[config.mk]
export PLATFORM = sky130hd
export DESIGN_NAME = exp2_pipe
export DESIGN_NICKNAME = d
export VERILOG_FILES = /design/src/rtl/exp2_pipe.sv
export SDC_FILE = /design/constraint.sdc
export NUM_CORES = 1
export LEC_CHECK = 0
export ABC_AREA = 1
export CAP_MARGIN = 40
export CORE_ASPECT_RATIO = 1.1
export CORE_MARGIN = 2
export CORE_UTILIZATION = 50
export DETAILED_ROUTE_END_ITERATION = 8
export PLACE_DENSITY = 0.73
export RECOVER_POWER = 100
export SKIP_CTS_REPAIR_TIMING = 1
export SYNTH_ARGS = -nofsm -noshare
export SYNTH_HDL_FRONTEND = slang
export SYNTH_SLANG_ARGS = --single-unit
[constraint.sdc]
create_clock -name clk -period 4.2 [get_ports clk]
set_clock_uncertainty 0.2 [all_clocks]
set_input_delay 0.84 -clock clk [delete_from_list [all_inputs] [get_ports clk]]
set_output_delay 0.84 -clock clk [all_outputs]
set_load 0.05 [all_outputs]
[src/rtl/exp2_pipe.sv]
// Fixed-point base-2 antilog, out ~= 2^in, using the Mitchell approximation 2^(n+f) ~= (1+f) << n.
// Three pipeline stages with valid/ready on both sides; the result saturates high or flushes to zero.
module exp2_pipe #(
  parameter int Bf              = 8,
  parameter int FIX_POINT_WIDTH = 16
) (
  input  logic                       clk,
  input  logic                       rst,
  input  logic                       in_valid,
  output logic                       in_ready,
  input  logic [FIX_POINT_WIDTH-1:0] in,
  output logic                       out_valid,
  input  logic                       out_ready,
  output logic [FIX_POINT_WIDTH-1:0] out,
  output logic                       ovf,
  output logic                       unf
);

  localparam int W     = FIX_POINT_WIDTH;
  localparam int NW    = W - Bf;
  localparam int MAX_N = W - 1 - Bf;

  // Handshake: a word moves on valid && ready at a rising edge. All stages shift
  // together when advance=1 and hold data+valid when advance=0. in_ready is
  // independent of in_valid, and the output holds steady while out_valid && !out_ready.
  logic advance;
  assign advance  = !out_valid || out_ready;
  assign in_ready = advance;

  // Stage 1: register the input word.
  logic         s1_valid;
  logic [W-1:0] s1_data;

  always_ff @(posedge clk) begin
    if (rst) begin
      s1_valid <= 1'b0;
      s1_data  <= '0;
    end else if (advance) begin
      s1_valid <= in_valid;
      s1_data  <= in;
    end
  end

  // Stage 2: split into a signed integer part and a fraction, then range-check.
  logic signed [NW-1:0] s1_n;
  logic [Bf-1:0]        s1_f;
  logic                 s1_ovf;
  logic                 s1_unf;

  always_comb begin
    s1_n   = s1_data[W-1:Bf];
    s1_f   = s1_data[Bf-1:0];
    s1_ovf = int'(s1_n) > MAX_N;
    s1_unf = int'(s1_n) < -Bf;
  end

  logic                 s2_valid;
  logic signed [NW-1:0] s2_n;
  logic [Bf:0]          s2_m;
  logic                 s2_ovf;
  logic                 s2_unf;

  always_ff @(posedge clk) begin
    if (rst) begin
      s2_valid <= 1'b0;
      s2_n     <= '0;
      s2_m     <= '0;
      s2_ovf   <= 1'b0;
      s2_unf   <= 1'b0;
    end else if (advance) begin
      s2_valid <= s1_valid;
      s2_n     <= s1_n;
      s2_m     <= {1'b1, s1_f};
      s2_ovf   <= s1_ovf;
      s2_unf   <= s1_unf;
    end
  end

  // Stage 3: shift the mantissa by the integer part; right shifts truncate.
  logic [W-1:0]  m_ext;
  logic [NW-1:0] neg_n;
  logic [W-1:0]  res;
  logic          res_ovf;
  logic          res_unf;

  always_comb begin
    m_ext   = {{(W-Bf-1){1'b0}}, s2_m};
    neg_n   = -s2_n;
    res     = '0;
    res_ovf = 1'b0;
    res_unf = 1'b0;
    if (s2_ovf) begin
      res     = '1;
      res_ovf = 1'b1;
    end else if (s2_unf) begin
      res_unf = 1'b1;
    end else if (!s2_n[NW-1]) begin
      res = m_ext << s2_n;
    end else begin
      res = m_ext >> neg_n;
    end
  end

  // Bubbles leave zeros on out/ovf/unf so nothing stale is visible.
  always_ff @(posedge clk) begin
    if (rst) begin
      out_valid <= 1'b0;
      out       <= '0;
      ovf       <= 1'b0;
      unf       <= 1'b0;
    end else if (advance) begin
      out_valid <= s2_valid;
      out       <= s2_valid ? res : '0;
      ovf       <= s2_valid && res_ovf;
      unf       <= s2_valid && res_unf;
    end
  end

endmodule

; ---- After elaboration in Yosys (flattened, before gate mapping)
; Index checks and enable logic that the tools add are counted.
[totals]
input_bits = 20
out_inout_bits = 20
reg_bits = 56
elab_cells = 27
[classes]
addsub = 1
n_shift = 2
n_reduce_logical = 4
magnitude_cmp = 2
mux = 7
[op_table]
columns = cell, count
row1 = two-way mux 16 bit, 4
row2 = << shifter 9 x 8 -> 16 bit, 1
row3 = right shift 9 x 8 -> 16 bit, 1
row4 = "> comparator 8 x 4 -> 1 bit, second input constant", 1
row5 = "less-than comparator 8 x 4 -> 1 bit, second input constant", 1
row6 = negation 8 bit, 1
row7 = two-way mux 1 bit, 3
row8 = logical AND 1 bit, 2
row9 = logical NOT 1 bit, 1
row10 = logical OR 1 bit, 1

; ---- Logic depth before layout (Yosys ltp)
; Gate-level depths: netlist of the first run.
[depth]
word_depth = 6
ltp_mapped = 22
depth_no_buf = 19

; ---- Worst setup path after synthesis of the first run
; No wires, ideal clock.
[synth_timing]
kind = input-to-output
start = input port out_ready
end = output port in_ready
path_stages = 3
arrival_time_ns = 1.644
t_required_ns = 3.160
n_path_buf = 1
path_slack_ns = 1.516
cell_sequence = nor2_1 -> clkinv_1 -> clkbuf_1
[synth_via]
elab_chain_cells = 1
[synth_lines]
columns = element, line_no
row1 = from (decl), 13  ; input logic out_ready,
row2 = logical OR 1 bit, 27  ; assign advance = !out_valid || out_ready;
row3 = to (decl), 10  ; output logic in_ready,
; No other way between the ends.

; ---- Worst setup path in the final report of the first run
; Same ends and word-level chain as after synthesis.

==> qor.yml, run 1 <==
status:
  status: "finished, violations left"
  failed_checks: "max-capacitance violations, max-slew violations"
yosys:
  ys_warn_count: 0
  synthMuxAreaShare: 0.00657
  synth_cells: 467
  syn-cell-area_sq_mm: 0.00305
  syn_nets: 488
  synth_seq_area_share: 0.368
  ys_ff_latch: 56
  synth_edf_count: 0
  ys_async_sr_fraction: 0
  synthFlopType: "dfxtp_1"
  synth_top_family_by_area: "simple AND/OR/NAND/NOR gates"
  yosys.area_share.simple: 0.316
  synth_compound_area_frac: 0.215
  syn_avg_cell_area_sq_um: 6.53
  synth_xor_xnor_area_share: 0.00287
  synth_fa_ha_area_frac: 0.00411
  synth_cell_types: 38
floorplanning:
  start_util: 0.522
  io_pins: 40
  die_area_sq_mm: 0.00674
  core_area_sq_mm: 0.00584
  fp.dieW_um: 78.4
  floorplan.rows: 29
  die_h_um: 85.9
sta:
  final-hold-violation-count: 0
  slew_viol_final: 48
  fmax_mhz: 269
  rsz0062_at_grt: "false"
  layout_min_cycle_time_ns: 3.72
  min_period_over_period: 0.886
  fin_ws_ns: 0.478
  slew_headroom: -0.0612
  worst_slew_pin_slew_ns: 1.59
  setup_tns_ns: 0
  finalSetupViolCount: 0
finish:
  final_cells: 570
  layout-drive-gt1-share: 0.0527
  final_nets: 513
  syn2layout_area_growth_pct: 15.1
  fin_area_sq_mm: 0.00351
  antennaDiodeCount: 0
  final_cell_mix: "nand2_1, nor2_1, o21ai_0"
  layout_commonest_cell: "nand2_1"
pwr:
  powerDensity_mw_per_mm2: 324
  p_sw_frac: 0.328
  vdd_ir_drop_max_mv: 0.218
  pwr-share-comb: 0.224
  power_frac_clock: 0.262
  p_sw_mw: 0.373
  p_leak_nw: 1.53
  seqPwrFrac: 0.514
  internal-power_mw: 0.764
critical_path:
  reg2reg_depth: 17
  worst-path-stages: 5
  cp.required_ns: 3.16
  cpPeakStageDelay_ns: 0.80
  critPathSlowestCell: "clkbuf_1"
  timing.critical_path.buf_inv: 4
  critical_path_arrival_ns: 2.68
  path_delay_family: "buffers and inverters"
  startpoint_type: "input pin"
  path_class: "in2out"
  path_cells: "clkdlybuf4s50_1 > nor2_4 > clkinv_1 > clkbuf_1 > buf_4"
  cp-end-kind: "output pin"
  cp_max_fo: 27
clocking:
  ctsLongestPathBuffers: 2
  cts_tree: "done"
  cts.sinks: 56
  clk_latency_ns: 0.31
  htreeDepth: 2
  cts-buffers-inserted: 5
  root_buffer: "clkbuf_8"
  clk_pin_slew_worst_paths_ns: 0.10
place:
  placed_cells: 562
  place.gp.congestion: 0.944
  pre_cts_slack_ns: 0.889
  place_area_sq_mm: 0.00344
  portBuffers: 39
  dp_hpwl_mm: 5.76
drt:
  drcViolationCount: 0
  drt-wirelength-per-cell_um: 13.7
  wirelength_mm: 7.78
  dr.pass1.iters: 5
  postRouteAntennaNets: 0
  num_vias: 3135
  vias_per_cell: 5.50
  first_iter_violations: 205
run:
  max_cap_violations: 1
hold_path:
  hold_path.class: "reg2reg"
  worstHoldPathCells: 2
grt:
  grt_pass1_wl_mm: 13.1
  grt_start_max_net_pins: 48
  grt_use_total: 0.243
  antenna_found_initial: 0
  grt_pass1_vias: 2798
  grt_overflow: 0
-- synthesized netlist by cell type, types with 6 or more instances --
| library cell | n | area, sq um |
|---|---|---|
| clkbuf_1 | 17 | 63.8 |
| nand4_1 | 6 | 37.5 |
| a21oi_1 | 37 | 185 |
| nand2_1 | 112 | 420 |
| nand3_1 | 30 | 150 |
| inv_1 | 29 | 109 |
| o21ai_0 | 56 | 280 |
| nor2_1 | 61 | 229 |
| a31oi_1 | 7 | 43.8 |
| dfxtp_1 | 56 | 1120 |
-- worst min-delay path, cell delays in order, from the launching register on --
cell	delay, ns
dfxtp_1	0.32
nand2_1	0.05
a21oi_1	0.06
-- power groups by stage --
stage          logic [mW]  clock network, mW  registers (mW)
5_1_grt             0.285              0.325           0.588
2_1_floorplan       0.178                  0           0.603
6_report            0.254              0.298           0.584
4_1_cts             0.256              0.307           0.584
3_3_place_gp        0.254                  0           0.596
3_5_place_dp        0.255                  0           0.596
-- path summary, 6_finish.rpt --
kind                            slack (ns)            startpoint             endpoint
worst max register to register        0.83  s2_n[0]$_SDFFE_PP0P_  out[0]$_SDFFE_PP0P_
worst max-delay path                  0.48             out_ready             in_ready
worst min-delay path                  0.27      unf$_SDFFE_PP0P_     unf$_SDFFE_PP0P_
worst min register to register        0.27      unf$_SDFFE_PP0P_     unf$_SDFFE_PP0P_
-- sequential cells by signal, summed over array words and instances, names as in the netlist --
name and count:
out 16, out_valid 1, s2_ovf 1, s2_valid 1, s2_m 9, ovf 1, s2_n 8, unf 1
s1_valid 1, s2_unf 1, s1_data 16
-- layer usage --
metal  up-vias  GRT usage  share of wire
met5         -          0              0
met4         0      0.115          0.031
met3        24     0.0358          0.042
met2       113      0.400           0.48
met1      1395      0.315           0.45
li1       1603          -              -
-- stage by stage --
step           power (mW)   util  hold slack [ns]
6_report             1.14  0.601            0.269
5_1_grt              1.20  0.601            0.280
4_1_cts              1.15  0.604            0.272
3_5_place_dp        0.851  0.590            0.258
3_3_place_gp        0.849  0.590            0.254
2_1_floorplan       0.781      -            0.249
-- cell families after synthesis --
group           after synthesis
flops                        56
simple gates                226
mux                           2
fa+ha+maj                     1
compound gates              119
xor+xnor                      1
buf+inv                      62
-- area by class of cell --
class,instances,area (sq um)
well taps,77,96.3
clock buffers,6,72.6
multi-input cells,349,1660
inverters,36,135
clock inverters,2,13.8
fillers,595,2330
flip-flops and latches,56,1120
repair buffers,44,414
Note: power is estimated with default switching activity, not from simulation.
==> run 2: changes to the inputs <==
--- a/config.mk
+++ b/config.mk
@@ -12,7 +12,7 @@
 export CORE_UTILIZATION = 50
 export DETAILED_ROUTE_END_ITERATION = 8
 export PLACE_DENSITY = 0.73
-export RECOVER_POWER = 100
+export RECOVER_POWER = 50
 export SKIP_CTS_REPAIR_TIMING = 1
 export SYNTH_ARGS = -nofsm -noshare
 export SYNTH_HDL_FRONTEND = slang
==> run 2 against run 1 <==
The flow still finishes with violations (max-capacitance violations, max-slew violations). Setup slack got worse by 0.0031 ns. Critical path depth unchanged. Via count increased by 0.19%. Core utilization increased by 0.17 points. Register-to-register slack gained 0.21 ns. First-iteration DRC count decreased by 6.8%. Sequential cell count stayed put. Largest cell class unchanged.
==> qor.yml, run 2 (synthesis gave the netlist of run 1 again) <==
drt:
  vias_per_cell: 5.51  # +0.19%
  drt-wirelength-per-cell_um: 13.6  # -0.10%
  wirelength_mm: 7.78  # -0.10%
  dr.pass1.iters: 5  # unchanged
  drcViolationCount: 0  # unchanged
  first_iter_violations: 191  # -6.8%
  postRouteAntennaNets: 0  # unchanged
  num_vias: 3141  # +0.19%
critical_path:
  cp-end-kind: "output pin"
  reg2reg_depth: 17  # unchanged
  cp_max_fo: 27  # unchanged
  startpoint_type: "input pin"
  cp.required_ns: 3.16  # about the same
  worst-path-stages: 5  # unchanged
  timing.critical_path.buf_inv: 4  # unchanged
  path_delay_family: "buffers and inverters"
  path_class: "in2out"
  cpPeakStageDelay_ns: 0.80  # about the same
  critPathSlowestCell: "clkbuf_1"
  path_cells: "clkdlybuf4s50_1 > nor2_4 > clkinv_1 > clkbuf_1 > buf_4"
  critical_path_arrival_ns: 2.69  # about the same
clocking:
  cts.sinks: 56  # unchanged
  htreeDepth: 2  # unchanged
  clk_pin_slew_worst_paths_ns: 0.10  # about the same
  clk_latency_ns: 0.31  # about the same
  ctsLongestPathBuffers: 2  # unchanged
  cts-buffers-inserted: 5  # unchanged
  cts_tree: "done"
  root_buffer: "clkbuf_8"
floorplanning:
  start_util: 0.522  # unchanged
  io_pins: 40  # unchanged
  die_area_sq_mm: 0.00674  # unchanged
  fp.dieW_um: 78.4  # unchanged
  die_h_um: 85.9  # unchanged
  core_area_sq_mm: 0.00584  # unchanged
  floorplan.rows: 29  # unchanged
place:
  placed_cells: 562  # unchanged
  portBuffers: 39  # unchanged
  place_area_sq_mm: 0.00344  # unchanged
  dp_hpwl_mm: 5.76  # unchanged
  place.gp.congestion: 0.944  # unchanged
finish:
  largestRegisters: "out x16, s1_data x16, s2_m x9"
  final_cells: 570  # unchanged
  layout_commonest_cell: "nand2_1"
  layout-drive-gt1-share: 0.0588  # +0.00609
  final_cell_mix: "nand2_1, nor2_1, o21ai_0, dfxtp_1, a21oi_1"
  antennaDiodeCount: 0  # unchanged
  syn2layout_area_growth_pct: 15.5
  final_util: 0.602  # +0.00171
  fin_area_sq_mm: 0.00352  # +0.29%
  final_nets: 513  # unchanged
sta:
  slew_viol_final: 48  # unchanged
  layout_min_cycle_time_ns: 3.73  # +0.00312 ns
  finalSetupViolCount: 0  # unchanged
  fmax_mhz: 268  # about the same
  slew_headroom: -0.0599  # +0.00132
  worst_slew_pin_slew_ns: 1.59  # -0.00198 ns
  rsz0062_at_grt: "false"
  setup_tns_ns: 0  # unchanged
  min_period_over_period: 0.887  # about the same
  final-hold-violation-count: 0  # unchanged
grt:
  antenna_found_initial: 0  # unchanged
  grt_use_total: 0.243  # unchanged
  grt_start_max_net_pins: 48  # unchanged
  grt_pass1_vias: 2798  # unchanged
  grt_pass1_wl_mm: 13.1  # unchanged
  grt_overflow: 0  # unchanged
hold_path:
  worstHoldPathCells: 2  # unchanged
  hold_path.class: "reg2reg"
pwr:
  p_leak_nw: 1.50  # -2.2%
  vdd_ir_drop_max_mv: 0.218  # +0.18%
  finalPower_mw: 1.14  # +0.14%
  powerDensity_mw_per_mm2: 323  # -0.14%
run:
  max_cap_violations: 1  # unchanged
status:
  status: "finished, violations left"
  failed_checks: "max-capacitance violations, max-slew violations"
==> run 2: cell count changes in the layout (fill, tap and decap cells not counted) <==
cell / before / now
clkdlybuf4s50_1: 18 / 28
dlygate4sd3_1: 20 / 10
nor2_1: 62 / 60
nor2_2: 1 / 3
o21ai_0: 58 / 56
o21ai_1: 1 / 3
nand3_1: 31 / 30
nand3_2: 2 / 3
==> run 2: per-stage QoR <==
| step | setup slack (ns) | hold WS, ns |
|---|---|---|
| 4_1_cts | 0.854 | 0.272 |
| 2_1_floorplan | 1.52 | 0.249 |
| 6_report | 0.475 | 0.269 |
| 5_1_grt | 0.326 | 0.280 |
| 3_3_place_gp | 0.902 | 0.254 |
| 3_5_place_dp | 0.889 | 0.258 |
==> run 2: area by class of cell <==
class	instances	area (sq um)
inverter	36	135
clock buffer	6	72.6
sequential	56	1120
fill	592	2320
timing repair buffer	44	414
multi-input combinational	349	1670
clock inverter	2	13.8
tap	77	96.3
==> run 2: report_power, final <==
part           internal, mW  total (mW)  leakage (nW)  switching [mW]
Clock                 0.119       0.297        0.0456           0.178
Sequential            0.559       0.584         0.460          0.0252
Combinational        0.0871       0.257         0.989           0.170
Total                 0.766        1.14          1.50           0.373
==> run 2: final timing paths <==
| path | start | endpoint | slack [ns] |
|---|---|---|---|
| worst min register to register | unf$_SDFFE_PP0P_ | unf$_SDFFE_PP0P_ | 0.27 |
| worst max register to register | s2_n[0]$_SDFFE_PP0P_ | out[0]$_SDFFE_PP0P_ | 1.04 |
| worst max-delay path | out_ready | in_ready | 0.47 |
| worst min-delay path | unf$_SDFFE_PP0P_ | unf$_SDFFE_PP0P_ | 0.27 |
==> run 2: worst min-delay path: stages (launching register included) <==
cell and delay [ns]:
dfxtp_1 0.32, nand2_1 0.05, a21oi_1 0.06
==> run 2: per-layer routing <==
metal | GRT usage | vias up | wire (um)
met1 | 0.315 | 1405 | 3490
met4 | 0.115 | 0 | 243
met5 | 0 | - | 0
met3 | 0.0358 | 24 | 350
met2 | 0.400 | 108 | 3700
li1 | - | 1604 | -
